[src/rtl/pwm_output_stage.sv]
// ---------------------------------------------------------------------------
// pwm_output_stage : 16-pin off/static/PWM output stage, double-buffered duty
// Revision: 1.0
// ---------------------------------------------------------------------------
`default_nettype none

module pwm_output_stage #(
  parameter int unsigned CLK_DIV = 13
) (
  input  logic        clk,
  input  logic        rst_n,
  input  logic [7:0]  en_out_lo,
  input  logic [7:0]  en_out_hi,
  input  logic [7:0]  en_pwm_lo,
  input  logic [7:0]  en_pwm_hi,
  input  logic [7:0]  duty,
  output logic [15:0] pwm_out,
  output logic        period_start
);

  localparam int unsigned      PRE_W   = (CLK_DIV > 1) ? $clog2(CLK_DIV) : 1;
  localparam logic [PRE_W-1:0] PRE_MAX = PRE_W'(CLK_DIV - 1);
  localparam logic [PRE_W-1:0] PRE_ONE = PRE_W'(1);

  logic [PRE_W-1:0] pre_q, pre_d;
  logic [7:0]       cnt_q, cnt_d;
  logic [7:0]       duty_act_q, duty_act_d;
  logic [15:0]      pwm_out_q, pwm_out_d;
  logic             period_start_q, period_start_d;

  logic             tick;
  logic             wrap;
  logic             lvl;
  logic [15:0]      en_out;
  logic [15:0]      en_pwm;

  // Outputs are computed from the post-edge counter and shadow so that the
  // first high cycle of a period coincides with the period_start pulse.
  always_comb begin
    tick           = (pre_q == PRE_MAX);
    pre_d          = tick ? '0 : (pre_q + PRE_ONE);
    cnt_d          = tick ? (cnt_q + 8'd1) : cnt_q;
    wrap           = tick && (cnt_q == 8'hFF);
    duty_act_d     = wrap ? duty : duty_act_q;
    lvl            = (duty_act_d == 8'hFF) || (cnt_d < duty_act_d);
    en_out         = {en_out_hi, en_out_lo};
    en_pwm         = {en_pwm_hi, en_pwm_lo};
    pwm_out_d      = en_out & (~en_pwm | {16{lvl}});
    period_start_d = wrap;
  end

  always_ff @(posedge clk or negedge rst_n) begin
    if (!rst_n) begin
      pre_q          <= '0;
      cnt_q          <= 8'h00;
      duty_act_q     <= 8'h00;
      pwm_out_q      <= 16'h0000;
      period_start_q <= 1'b0;
    end else begin
      pre_q          <= pre_d;
      cnt_q          <= cnt_d;
      duty_act_q     <= duty_act_d;
      pwm_out_q      <= pwm_out_d;
      period_start_q <= period_start_d;
    end
  end

  assign pwm_out      = pwm_out_q;
  assign period_start = period_start_q;

endmodule

`default_nettype wire

[config.mk]
export PLATFORM = sky130hd
export DESIGN_NAME = pwm_output_stage
export DESIGN_NICKNAME = d
export VERILOG_FILES = /design/src/rtl/pwm_output_stage.sv
export SDC_FILE = /design/constraint.sdc
export NUM_CORES = 1
export LEC_CHECK = 0
export CAP_MARGIN = 20
export CORE_MARGIN = 2
export CORE_UTILIZATION = 46
export DETAILED_ROUTE_END_ITERATION = 12
export GPL_TIMING_DRIVEN = 0
export PLACE_DENSITY_LB_ADDON = 0.25
export SYNTH_ARGS = -nofsm -noshare
export SYNTH_HDL_FRONTEND = slang
export SYNTH_SLANG_ARGS = --single-unit
[constraint.sdc]
create_clock -name clk -period 3.51 [get_ports clk]
set_clock_uncertainty 0.05 [all_clocks]
set_input_delay 0.5265 -clock clk [delete_from_list [all_inputs] [get_ports clk]]
set_output_delay 0.5265 -clock clk [all_outputs]
set_load 0.005 [all_outputs]
# After elaboration in Yosys (flattened, before gate mapping)

Index checks and enable logic that the tools add are counted.

Add/sub/neg operators: 2
Multipliers: 0
Divide/modulo/power cells: 0
Order comparisons: 1
Eq/ne operators: 3
Shift operators: 0
Muxes and demuxes: 3
Bitwise logic cells: 3
Reduce and logical (&&, ||, !) cells: 2

Operators with widths:

| cell                                        | count |
|---|---|
| bitwise AND 16 bit                          | 1 |
| equality test 8 bit, second input constant  | 2 |
| 2-to-1 mux 8 bit                            | 2 |
| inverter 16 bit                             | 1 |
| bitwise OR 16 bit                           | 1 |
| adder 8 x 1 -> 8 bit, second input constant | 1 |
| less-than comparator 8 bit                  | 1 |
| adder 4 x 1 -> 4 bit, second input constant | 1 |
| equality test 4 bit, second input constant  | 1 |
| 2-to-1 mux 4 bit                            | 1 |
| logical AND 1 bit                           | 1 |
| logical OR 1 bit                            | 1 |

Register bits: 37
Bits in latches: 0
RAM bits: 0
Bits in read-only memories: 0
Input port bits: 42
Output and inout bits: 17
Logic and storage cells: 19
Memories: 0

# Logic depth before layout (Yosys ltp)

Word-level depth: 7
Depth in mapped cells: 14
Gate-level depth less buffers: 11

# Worst setup path before layout

OpenSTA, ideal clock, no wires.

Kind: flip-flop to flip-flop
Start: reg pre_q[0]
End: reg pwm_out_q[10], in the netlist pwm_out[10]
Library setup time: 84 ps
Arrival time: 2,902 ps
Required time: 3,376 ps
Path slack: 475 ps
Cell stages (with the launch flop): 14
Buffers on the path: 2
Period minus slack after synthesis: 3,035 ps
Path through: dfrtp_1 inv_1 ha_1 nand4_4 nor3_4 mux2_2 inv_1 ha_1 nand4_1 a311oi_1 or3_1 clkbuf_1 buf_6 a41oi_2

Cells in the longest elaborated chain, start to end: 7
Elaborated cells between the ends (all ways): 9
Classes of those cells: 1 x order compare; 2 x eq/ne; 2 x mux; 2 x bitwise; 2 x reduce/logical

RTL lines:

| element                                                                  | line | source |
|---|---|---|
| start, declared                                                          | 25   | `logic [PRE_W-1:0] pre_q, pre_d;` |
| start signal, assigned                                                   | 60   | `pre_q <= pre_d;` |
| equality test 4 bit *                                                    | 40   | `tick = (pre_q == PRE_MAX);` |
| logical AND 1 bit *                                                      | 43   | `wrap = tick && (cnt_q == 8'hFF);` |
| 2-to-1 mux 8 bit *                                                       | 44   | `duty_act_d = wrap ? duty : duty_act_q;` |
| via duty_act_d[5]                                                        | 27   | `logic [7:0] duty_act_q, duty_act_d;` |
| less-than comparator 8 bit / equality test 8 bit (equally long branches) | 45   | `lvl = (duty_act_d == 8'hFF) \|\| (cnt_d < duty_act_d);` |
| logical OR 1 bit *                                                       | 45   |  |
| bitwise OR 16 bit *                                                      | 48   | `pwm_out_d = en_out & (~en_pwm \| {16{lvl}});` |
| bitwise AND 16 bit *                                                     | 48   |  |
| via pwm_out_d[10]                                                        | 28   | `logic [15:0] pwm_out_q, pwm_out_d;` |
| end signal, assigned                                                     | 63   | `pwm_out_q <= pwm_out_d;` |
| end, declared                                                            | 28   |  |

The timed path passes the listed nets; every way through them passes the cells marked *.

# Worst setup path after layout

Start: reg pre_q[0]
End: reg pwm_out_q[4], in the netlist pwm_out[4]

Same word-level chain as after synthesis.

==> key figures <==
Worst setup path
  – Delay-heaviest family, CP: compound AO/OA/AOI/OAI gates
  – CP endpoint kind: flop
  – Critical-path cell list: inv_1, ha_1, nand4_4, nor3_4, mux2_2, inv_1, ha_1, a21oi_1, o21ai_0, a2111o_1, buf_4, a41oi_1
  – Worst EP required: 3650 ps
  – Critical path startpoint category: flop
  – Critical Path Slowest Stage Cell: nor3_4
  – Worst-path fanout max: 9
  – WS Path Type: flop to flop
  – WP data arrival: 3420 ps
  – Max incr delay on CP: 450 ps
  – RR Startpoint: pre_q[0]$_DFF_PN0_
  – CP bufs+invs: 3
  – Critical Path Source: pre_q[0]$_DFF_PN0_

Layout
  – Syn-to-layout area delta: 40.5%
  – Share of cells above drive strength 1: 0.143
  – Fill cell count: 281
  – N_diodes: 0
  – Nets: 275
  – Non-filler cells, final: 274

GRT
  – GRT met3 Usage: 0.0733
  – All-Layer GR Usage: 0.212
  – Initial antenna violation count: 0
  – GR met2 Demand/Resource: 0.374
  – GRT met1 Usage: 0.229
  – Total grt overflow: 0
  – Largest net degree at the start of global routing: 38
  – Number of global-route vias before repair: 1,583
  – First-pass GRT wire length: 7.06 mm
  – Top Usage Layer GRT: met2

Run
  – Max-cap viol count: 0

Drt
  – Vias: 1,466
  – WL final: 4.26 mm
  – DR iter-0 viols: 60
  – Avg WL per Cell: 15.5 um
  – DRC: 0
  – Routed vias/inst: 5.35
  – DRT Pass-1 Iters: 4
  – Final ANT Viol Nets: 0

Synth
  – Most common cell in the netlist: dfrtp_1
  – Synthesized cell area: 1860 um^2
  – Ys Warns: 0
  – EDFF count, synth: 0
  – Syn avg cell area: 11.8 um^2
  – Synthesized Nets: 210
  – Compound-Gate Fraction of Synth Area: 0.153
  – Top post-synthesis cells by area: dfrtp_1 50%, a41oi_2 8.7%, ha_1 6.7%
  – Synth top cells by count: 37 x dfrtp_1, 29 x inv_1, 10 x a41oi_2, 10 x ha_1, 8 x nand2_1
  – Multiplexer share of the synthesized area: 0.0504
  – Cells after synthesis: 158
  – Sequential share of the synthesized area: 0.497
  – Ys flop type: dfrtp_1
  – Synth Area in Simple Gates: 0.112
  – Yosys cell types: 28
  – Share of the synthesized area in the top cell type: 0.497
  – Largest family of logic cells by synthesized area: compound AO/OA/AOI/OAI gates
  – Async SR Flop Fraction: 1.00
  – Post-synthesis adder-cell area fraction: 0.0672
  – Leading area contributor after synthesis: dfrtp_1
  – Synth Area in XOR/XNOR: 0.0376
  – Synth Register Bits: 37

Run status
  – Outcome: completed

Place
  – Cells after DPL: 266
  – Gpl congestion: 0.805
  – Dpl hpwl: 3.23 mm
  – I/O Buffers: 58
  – Place WS: 88.7 ps

STA
  – Setup TNS: 0 ps
  – Maximum clock rate: 305 MHz
  – Final setup viols: 0
  – Worst-margin pin slew: 820 ps
  – Max transition margin: 0.453
  – Min Clock Period, post-route: 3280 ps
  – Final period util: 0.935
  – Slew Viols, Final: 0
  – Post-route worst setup slack: 229 ps
  – Final hold violations: 0

Power
  – Sw power: 176 uW
  – Net Sw Frac: 0.207
  – Leakage power: 0.00118 uW
  – Pint: 675 uW
  – PD cells: 325 nW/um^2
  – Combinational share of power: 0.107
  – Clk pwr share: 0.378
  – Sequential Power Share: 0.515
  – Maximum vdd drop: 0.229 mV

Floorplan
  – Io pins: 59
  – Die Wd: 67.6 um
  – Die ar.: 4570 um^2
  – Core outline area: 3940 um^2
  – Die Ht: 67.6 um
  – Number of cell rows: 23
  – Initial Utilization: 0.472

CTS
  – Longest Clk Path Bufs: 2
  – Clock transition at path regs: 70 ps
  – Clock buffer count from CTS: 5
  – Clk sinks: 37
  – H-Tree Depth: 2
  – TritonCTS clock tree: yes
  – CTS root buf: clkbuf_8
  – Clock latency on the worst-skew pair: 290 ps

Min path
  – Hold WC Path Type: input port to async pin
## cell type report
type / count / area (um^2) / area share
repair buffers: 59 / 583 / 0.223
multi-input cells: 87 / 792 / 0.303
clock inverters: 1 / 5.00 / 0.00191
well taps: 50 / 62.6 / 0.0239
clock buffers: 7 / 96.3 / 0.0368
inverters: 29 / 109 / 0.0416
flip-flops and latches: 37 / 926 / 0.354
plain buffers: 4 / 41.3 / 0.0158
## logic make-up after synthesis
family	count (synthesis)
buffers and inverters	34
xor gates and xnor gates	8
and+or+nand+nor	33
muxes	9
AOI/OAI and AO/OA	27
DFF	37
adders and majority gates	10
## power groups by stage
stage	clock network (uW)	registers [uW]	logic [uW]
after floorplan	0	448	12.7
after global placement	0	446	89.7
after detailed placement	0	446	91.7
after CTS	331	438	92.4
after global routing	351	439	98.4
final	322	438	91.1
## per-layer routing
| layer | vias up | wire length, um |
|---|---|---|
| met3 | 10 | 272 |
| met5 | - | 0 |
| met1 | 720 | 1690 |
| met4 | 0 | 98 |
| li1 | 687 | - |
| met2 | 49 | 2200 |
## worst paths after layout
kind | endpoint | slack, ps | cells after the start
min reg2reg | pre_q[0]$_DFF_PN0_ | 440 | 1
min | pre_q[3]$_DFF_PN0_ | 290 | 1
max reg2reg | pwm_out[4]$_DFF_PN0_ | 230 | 12
max in group asynchronous | duty_act_q[0]$_DFF_PN0_ | 2610 | 1
max | pwm_out[4]$_DFF_PN0_ | 230 | 12
min in group clk | pre_q[0]$_DFF_PN0_ | 440 | 1
## metrics by stage
| step | hold WS [ps] | util | total power (uW) | cell area (um^2) |
|---|---|---|---|---|
| after detailed placement | 436 | 0.634 | 538 | 2500 |
| after global placement | 419 | 0.635 | 536 | 2500 |
| after global routing | 338 | 0.663 | 888 | 2620 |
| after floorplan | 181 | - | 460 | 1860 |
| final | 286 | 0.663 | 851 | 2620 |
| after CTS | 309 | 0.660 | 862 | 2600 |
## placed cells by master, fill, tap and decap left out, types with 5 or more instances in the layout
| cell type | n |
|---|---|
| a21oi_1 | 5 |
| xnor2_1 | 7 |
| clkdlybuf4s50_1 | 57 |
| nor2_1 | 5 |
| nand4_1 | 7 |
| ha_1 | 10 |
| nand2_1 | 8 |
| a41oi_2 | 10 |
| dfrtp_1 | 37 |
| clkbuf_8 | 8 |
| mux2i_1 | 6 |
| inv_1 | 29 |
| a41oi_1 | 6 |
## sequential cells by signal, indices dropped and copies added, names as in the netlist
register	count
cnt_q	8
pre_q	4
duty_act_q	8
period_start	1
pwm_out	16
## worst register-to-register path: stages, from the launching register on
cell and delay (ps):
dfrtp_1 410, inv_1 90, ha_1 250, nand4_4 150
nor3_4 450, mux2_2 420, inv_1 60, ha_1 230
a21oi_1 130, o21ai_0 140, a2111o_1 410, buf_4 170
a41oi_1 230
## repair_timing
item | in CTS | in global routing
hold endpoints to repair | 0 | 0
setup endpoints to repair | 0 | 16
setup buffers | 0 | 1
resized for setup | 0 | 2
hold buffers | 0 | 0
Power figures use the tool's default switching activity.
